### src/rtl/mem_boot_loader_if.sv
// rtl/mem_boot_loader_if.sv - stream input, memory write port and status bundle for mem_boot_loader
interface mem_boot_loader_if #(
  parameter int ADDR_W = 8,
  parameter int DATA_W = 8
);
  logic              start;
  logic [DATA_W-1:0] in_data;
  logic              in_valid;
  logic              in_ready;
  logic [ADDR_W-1:0] mem_d_addr;
  logic [DATA_W-1:0] mem_wdata;
  logic              mem_wen;
  logic              busy;
  logic              load_done;
  logic              cpu_hold;

  modport slave (
    input  start, in_data, in_valid,
    output in_ready, mem_d_addr, mem_wdata, mem_wen, busy, load_done, cpu_hold
  );

  modport master (
    output start, in_data, in_valid,
    input  in_ready, mem_d_addr, mem_wdata, mem_wen, busy, load_done, cpu_hold
  );
endinterface

### src/rtl/mem_boot_loader.sv
// rtl/mem_boot_loader.sv - header+payload byte stream loader into the shared memory's data port
module mem_boot_loader #(
  parameter int ADDR_W    = 8,
  parameter int DATA_W    = 8,
  parameter int DATA_BASE = 128
) (
  input  logic              clk,
  input  logic              rst,
  mem_boot_loader_if.slave  bus
);

  localparam logic [2:0] S_IDLE     = 3'd0;
  localparam logic [2:0] S_GET_ADDR = 3'd1;
  localparam logic [2:0] S_GET_LEN  = 3'd2;
  localparam logic [2:0] S_WRITE    = 3'd3;
  localparam logic [2:0] S_DONE     = 3'd4;

  localparam logic [ADDR_W-1:0] BASE_OFS = ADDR_W'(DATA_BASE);
  localparam logic [ADDR_W:0]   REM_FULL = {1'b1, {ADDR_W{1'b0}}};
  localparam logic [ADDR_W:0]   REM_ONE  = {{ADDR_W{1'b0}}, 1'b1};

  logic [2:0]        state_q,     state_d;
  logic [ADDR_W-1:0] ptr_q,       ptr_d;
  logic [ADDR_W:0]   remaining_q, remaining_d;
  logic [ADDR_W-1:0] addr_q,      addr_d;
  logic [DATA_W-1:0] wdata_q,     wdata_d;
  logic              wen_q,       wen_d;
  logic              busy_q,      busy_d;
  logic              done_q,      done_d;
  logic              hold_q,      hold_d;
  logic              accept;

  // busy covers exactly the states that take stream bytes, so it doubles as in_ready
  assign accept = bus.in_valid && busy_q;

  always_comb begin
    state_d     = state_q;
    ptr_d       = ptr_q;
    remaining_d = remaining_q;
    addr_d      = addr_q;
    wdata_d     = wdata_q;
    wen_d       = 1'b0;
    busy_d      = busy_q;
    done_d      = done_q;
    hold_d      = hold_q;
    case (state_q)
      S_IDLE, S_DONE: begin
        if (bus.start) begin
          state_d = S_GET_ADDR;
          busy_d  = 1'b1;
          done_d  = 1'b0;
          hold_d  = 1'b1;
        end
      end
      S_GET_ADDR: begin
        if (accept) begin
          ptr_d   = ADDR_W'(bus.in_data);
          state_d = S_GET_LEN;
        end
      end
      S_GET_LEN: begin
        if (accept) begin
          // a zero length byte means a full 2^ADDR_W byte image
          remaining_d = (bus.in_data == '0) ? REM_FULL : (ADDR_W + 1)'(bus.in_data);
          state_d     = S_WRITE;
        end
      end
      S_WRITE: begin
        if (accept) begin
          wdata_d     = bus.in_data;
          addr_d      = ptr_q - BASE_OFS;
          wen_d       = 1'b1;
          ptr_d       = ptr_q + 1'b1;
          remaining_d = remaining_q - 1'b1;
          if (remaining_q == REM_ONE) begin
            state_d = S_DONE;
            busy_d  = 1'b0;
            done_d  = 1'b1;
            hold_d  = 1'b0;
          end
        end
      end
      default: begin
        state_d = S_IDLE;
        busy_d  = 1'b0;
        done_d  = 1'b0;
        hold_d  = 1'b1;
      end
    endcase
  end

  always_ff @(posedge clk or negedge rst) begin
    if (!rst) begin
      state_q     <= S_IDLE;
      ptr_q       <= '0;
      remaining_q <= '0;
      addr_q      <= '0;
      wdata_q     <= '0;
      wen_q       <= 1'b0;
      busy_q      <= 1'b0;
      done_q      <= 1'b0;
      hold_q      <= 1'b1;
    end else begin
      state_q     <= state_d;
      ptr_q       <= ptr_d;
      remaining_q <= remaining_d;
      addr_q      <= addr_d;
      wdata_q     <= wdata_d;
      wen_q       <= wen_d;
      busy_q      <= busy_d;
      done_q      <= done_d;
      hold_q      <= hold_d;
    end
  end

  assign bus.in_ready   = busy_q;
  assign bus.mem_d_addr = addr_q;
  assign bus.mem_wdata  = wdata_q;
  assign bus.mem_wen    = wen_q;
  assign bus.busy       = busy_q;
  assign bus.load_done  = done_q;
  assign bus.cpu_hold   = hold_q;

endmodule
### src/flat_wrapper.sv
// flat-port wrapper written by rule: the top's interface ports become plain ports
module mem_boot_loader_flat 
#(
  parameter int ADDR_W    = 8,
  parameter int DATA_W    = 8,
  parameter int DATA_BASE = 128
)
  (clk, rst, bus_start, bus_in_data, bus_in_valid, bus_in_ready, bus_mem_d_addr, bus_mem_wdata, bus_mem_wen, bus_busy, bus_load_done, bus_cpu_hold);
  mem_boot_loader_if #(.ADDR_W(ADDR_W), .DATA_W(DATA_W)) bus_i ();
  input  logic clk;
  input  logic rst;
  input wire logic [$bits(bus_i.start)-1:0] bus_start;
  input wire logic [$bits(bus_i.in_data)-1:0] bus_in_data;
  input wire logic [$bits(bus_i.in_valid)-1:0] bus_in_valid;
  output wire logic [$bits(bus_i.in_ready)-1:0] bus_in_ready;
  output wire logic [$bits(bus_i.mem_d_addr)-1:0] bus_mem_d_addr;
  output wire logic [$bits(bus_i.mem_wdata)-1:0] bus_mem_wdata;
  output wire logic [$bits(bus_i.mem_wen)-1:0] bus_mem_wen;
  output wire logic [$bits(bus_i.busy)-1:0] bus_busy;
  output wire logic [$bits(bus_i.load_done)-1:0] bus_load_done;
  output wire logic [$bits(bus_i.cpu_hold)-1:0] bus_cpu_hold;
  assign bus_i.start = bus_start;
  assign bus_i.in_data = bus_in_data;
  assign bus_i.in_valid = bus_in_valid;
  assign bus_in_ready = bus_i.in_ready;
  assign bus_mem_d_addr = bus_i.mem_d_addr;
  assign bus_mem_wdata = bus_i.mem_wdata;
  assign bus_mem_wen = bus_i.mem_wen;
  assign bus_busy = bus_i.busy;
  assign bus_load_done = bus_i.load_done;
  assign bus_cpu_hold = bus_i.cpu_hold;
  mem_boot_loader #(.ADDR_W(ADDR_W), .DATA_W(DATA_W), .DATA_BASE(DATA_BASE)) u_core (.clk(clk), .rst(rst), .bus(bus_i));
endmodule
### config.mk
export PLATFORM = sky130hd
export DESIGN_NAME = mem_boot_loader_flat
export DESIGN_NICKNAME = d
export VERILOG_FILES = /design/src/rtl/mem_boot_loader_if.sv /design/src/rtl/mem_boot_loader.sv /design/src/flat_wrapper.sv
export SDC_FILE = /design/constraint.sdc
export NUM_CORES = 1
export LEC_CHECK = 0
export CAP_MARGIN = 10
export CORE_MARGIN = 5
export CORE_UTILIZATION = 53
export DETAILED_ROUTE_END_ITERATION = 8
export PLACE_DENSITY_LB_ADDON = 0.05
export SETUP_SLACK_MARGIN = 0.2
export SLEW_MARGIN = 20
export SYNTH_ARGS = -nofsm -noshare
export SYNTH_HDL_FRONTEND = slang
export SYNTH_SLANG_ARGS = --single-unit
### constraint.sdc
create_clock -name clk -period 1.95 [get_ports clk]
set_input_delay 0.2925 -clock clk [delete_from_list [all_inputs] [get_ports clk]]
set_output_delay 0.2925 -clock clk [all_outputs]
set_load 0.05 [all_outputs]
* Yosys cells after proc, flatten, opt, wreduce, memory -nomap -nowiden *
Cells that the tools add are included.

cells by class
  $add $sub $neg = 3
  eq/ne operators = 10
  muxes and demuxes = 24
  bitwise operators = 1
  reduce and logical (&&, ||, !) cells = 12

operators with widths
  operator                                                                count
  9-bit 2-to-1 mux                                                        3
  9-bit case mux with 2 select lines                                      1
  8-bit 2-to-1 mux                                                        2
  8-bit case mux with 2 select lines                                      1
  3-bit 2-to-1 mux                                                        5
  3-bit case mux with 4 select lines                                      1
  9-bit by 1-bit equality test with 1-bit output (second input constant)  1
  1-bit case mux with 3 select lines                                      3
  9-bit by 1-bit subtractor with 9-bit output (second input constant)     1
  8-bit by 1-bit adder with 8-bit output (second input constant)          1
  8-bit zero test                                                         1
  1-bit 2-to-1 mux                                                        8
  2-bit by 1-bit != test with 1-bit output (second input constant)        4
  8-bit subtractor (second input constant)                                1
  3-bit by 2-bit equality test with 1-bit output (second input constant)  2
  3-bit AND reduction                                                     2
  5-bit AND reduction                                                     1
  4-bit AND reduction                                                     1
  2-bit nonzero test                                                      2
  2-bit OR reduction                                                      2
  3-bit by 1-bit equality test with 1-bit output (second input constant)  1
  3-bit equality test (second input constant)                             1
  3-bit zero test                                                         1
  2-bit != test (second input constant)                                   1
  other kinds (3)                                                         3

storage, ports and cells
  register bits after elaboration = 40
  input bits = 12
  output and inout port bits = 21
  word-level logic and storage cells = 59

* Logic depth before layout (Yosys ltp) *
  depth in word-level cells = 4
  depth in mapped cells = 8
  mapped depth without buffers = 6

* Least setup slack after synthesis *
No wires, ideal clock.

  path type = register to register
  start point = register u_core.remaining_q[0]
  end point = register u_core.remaining_q[6]
  library setup time = 0.064 ns
  arrival time = 1.717 ns
  data required time = 1.886 ns
  setup slack = 0.169 ns
  stages on the path, launching flop included = 7
  buffers on the path = 0
  period minus slack after synthesis = 1.781 ns
  cells stage by stage = dfrtp_1 > inv_1 > ha_1 > or4b_4 > or4_1 > a21oi_1 > a21o_1

on the way
  longest elaborated chain between the ends = 3

RTL lines
  element                                      RTL line                RTL
  start: declaration                           mem_boot_loader.sv:24   logic [ADDR_W:0] remaining_q, remaining_d;
  start signal: assignment                     mem_boot_loader.sv:106  remaining_q <= remaining_d;
  9-bit by 1-bit subtractor with 9-bit output  mem_boot_loader.sv:74   remaining_d = remaining_q - 1'b1;
  9-bit 2-to-1 mux                             mem_boot_loader.sv:69   if (accept) begin
  9-bit case mux with 2 select lines           mem_boot_loader.sv:46   case (state_q)

Every way passes these cells. The select of a mux whose other input is x is not followed.
A chain may end at the register's enable or synchronous reset.

* Final worst setup path *
  start point = register u_core.remaining_q[1]
  end point = register u_core.remaining_q[6]

Same word-level chain as after synthesis.

==> results.json <==
{
  "crit_required_ns": 2.18,
  "ir_drop_mv": 0.972,
  "hold_viol": 0,
  "pre_cts_ws_ns": 0.0825,
  "postSynthAreaPerCell_um2": 9.05,
  "report.final.slew_viol_count": 0,
  "design.die.area_um2": 5100,
  "power_density_nw_per_um2": 1820,
  "cp_slowest_cell": "or4b_4",
  "globalplace.congestion": 0.856,
  "setup_tns_ns": 0,
  "wl_per_cell_um": 15.3,
  "synth_seq_cells": 40,
  "regArea_um2": 1000,
  "synth.area.top_cells": "dfrtp_1 49%, nand2_1 9.0%, a21oi_1 4.8%",
  "synth.top_cell.area_share_pct": 48.8,
  "core_um2": 3660,
  "post-route-drc-count": 0,
  "fin_crit_sh_pct": 94.8,
  "syn-num-nets": 236,
  "path_delay_family": "simple AND/OR/NAND/NOR gates",
  "setup_violations": 0,
  "clock_latency_ns": 0.29,
  "synthArstFlopShare_pct": 100,
  "outcome": "complete, no violations",
  "synth_top_cells_by_count": "48 x nand2_1, 39 x dfrtp_1, 19 x a21oi_1, 19 x o21ai_0, 14 x nor2_1",
  "leakage_nw": 1.34,
  "cts_made_buffers": 5,
  "critPathArrivalTime_ns": 2.07,
  "multi_input_area_um2": 938,
  "n_antenna_cell": 0,
  "setup.worst_path.end_class": "flop",
  "cp_max_fo": 4,
  "antenna_found_initial": 0,
  "reg2reg_depth": 6,
  "io_pins": 33,
  "viasPerCell": 5.76,
  "ys_types": 43,
  "max_freq_mhz": 541,
  "grt_pass1_vias": 1781,
  "stdcell_count": 310,
  "syn-cell-area_um2": 2000,
  "place_inst": 298,
  "fillerInstances": 277,
  "io_buffers": 32,
  "fin_crit_ns": 1.85,
  "htreeDepth": 2,
  "grt_use_total_pct": 19.4,
  "crit_type": "flop to flop",
  "grt_pass1_wl_um": 7940,
  "yosysMostFrequentCell": "nand2_1",
  "maxSlewHeadroom_pct": 64.7,
  "cts_tree": "done",
  "die_x_um": 71.4,
  "post-route-util_pct": 70.7,
  "drive_gt1_share_pct": 17.2,
  "grt_max_degree": 41,
  "area_growth_syn_to_layout_pct": 29.5,
  "hold_buffers": 0,
  "critPathBufInv": 1,
  "cts-root-buf": "clkbuf_8",
  "yosys.area.top_type": "dfrtp_1",
  "fin_worst_skew_ns": 0.0111,
  "cts.clk_slew.worst_paths_ns": 0.08,
  "totalWireLength_um": 4740,
  "hp-class": "input port to async pin",
  "drt_iter0_markers": 114,
  "rows": 22,
  "dp_hpwl_um": 3380,
  "initial_utilization_pct": 54.6,
  "dr.pass1.iters": 4,
  "critPathMaxStageDelay_ns": 0.49,
  "path_cells": "inv_2, ha_4, or4b_4, or4_4, a21oi_2, a21o_1",
  "gr-total-overflow": 0,
  "cp.depth": 6,
  "nNetsFinal": 276,
  "syn_inst": 221,
  "ys.flop_type": "dfrtp_1",
  "die_h_um": 71.4,
  "drtAntennaViolNets": 0,
  "yosys_warnings": 0,
  "setup_ws_ns": 0.102,
  "synth_edf_count": 0,
  "clock_sinks": 40,
  "max_cap_viol_count": 0,
  "rsz0062_at_grt": "true",
  "startpoint_type": "flop",
  "worstMarginPinSlew_ns": 0.529,
  "synth_seq_area_share_pct": 50.1,
  "dr_total_vias": 1787,
  "cts_buffer_depth": 2
}
[metal layers]
metal	global-route usage, %	up-vias	part of all wire (%)
met1	22.9	864	42
met2	34.2	65	51
li1	-	854	-
met4	7.10	0	0.99
met5	0	-	0
met3	4.35	4	6.3
[area by class of cell]
type | count | share of cell area [%]
inverters | 7 | 1.01
well taps | 48 | 2.32
flip-flops and latches | 40 | 38.7
repair buffers | 47 | 17.5
multi-input cells | 160 | 36.2
clock inverters | 2 | 1.35
clock buffers | 6 | 2.80
[logic make-up (layout without fill, tap and decap cells)]
family	after synthesis	count (layout)	synth area share [%]
fa+ha+maj	3	3	1.88
compound gates	64	64	19.8
buf+inv	21	62	4.94
flops	40	40	50.1
simple gates	90	90	21.5
mux	3	3	1.69
[sequential cells by signal, indices dropped and copies added (netlist names)]
signal,count
u_core.bus.busy,1
u_core.bus.mem_d_addr,8
u_core.state_q,3
u_core.bus.load_done,1
u_core.bus.cpu_hold,1
u_core.bus.mem_wdata,8
u_core.bus.mem_wen,1
u_core.ptr_q,8
u_core.remaining_q,9
[per-stage QoR]
stage | power (W) | cell area [um2] | hold WS [ns]
after floorplan | 0.00324 | 2010 | -0.00309
after global placement | 0.00393 | 2390 | 0.372
after detailed placement | 0.00401 | 2390 | 0.375
after CTS | 0.00469 | 2520 | 0.0659
after global routing | 0.00503 | 2590 | 0.0988
final | 0.00472 | 2590 | 0.0516
[final timing paths]
| kind | start | endpoint | slack (ns) |
|---|---|---|---|
| min in group clk | u_core.bus.mem_d_addr[3] | u_core.bus.mem_d_addr[3] | 0.47 |
| max in group asynchronous | rst | u_core.bus.cpu_hold | 1.52 |
| setup reg to reg | u_core.remaining_q[1] | u_core.remaining_q[6] | 0.10 |
| setup / recovery | u_core.remaining_q[1] | u_core.remaining_q[6] | 0.10 |
| hold / removal | rst | u_core.bus.mem_wdata[3] | 0.05 |
| hold reg to reg | u_core.bus.mem_d_addr[3] | u_core.bus.mem_d_addr[3] | 0.47 |
[report_power, final]
part | leakage, nW | total (W) | switching (W) | internal, W
clock | 0.0552 | 0.000648 | 0.000268 | 0.000380
combinational | 0.804 | 0.00245 | 0.00150 | 0.000955
sequential | 0.483 | 0.00162 | 0.000403 | 0.00122
total | 1.34 | 0.00472 | 0.00217 | 0.00255
[cells in the final DEF (no fill, tap or decap), types with 2 or more instances in the layout]
cell type        netlist  final
o22a_1                 2      2
nor2_1                14     14
ha_1                   3      2
o21ai_0               19     19
clkdlybuf4s50_1        0     11
dfrtp_1               39     39
nand2_1               48     48
inv_2                  0      2
mux2_2                 3      3
nand2b_1               6      6
inv_1                  7      5
nor2b_1                2      2
buf_4                  2     16
nor4_1                 4      3
a31o_2                 3      3
o21a_1                 3      3
dlygate4sd2_1          0      5
dlymetal6s2s_1         0     14
and3b_2                0      2
a21o_1                 2      2
a21oi_1               19     18
clkbuf_8               0      5
a31oi_1                6      6
nand3_1                3      3
[what timing repair did]
action,4_1_cts,5_1_grt
cloned,0,0
buffers inserted,3,1
endpoints found under the setup margin,9,37
pin swaps,0,2
gates resized for setup,7,20
Note: power is estimated with default switching activity, not from simulation.
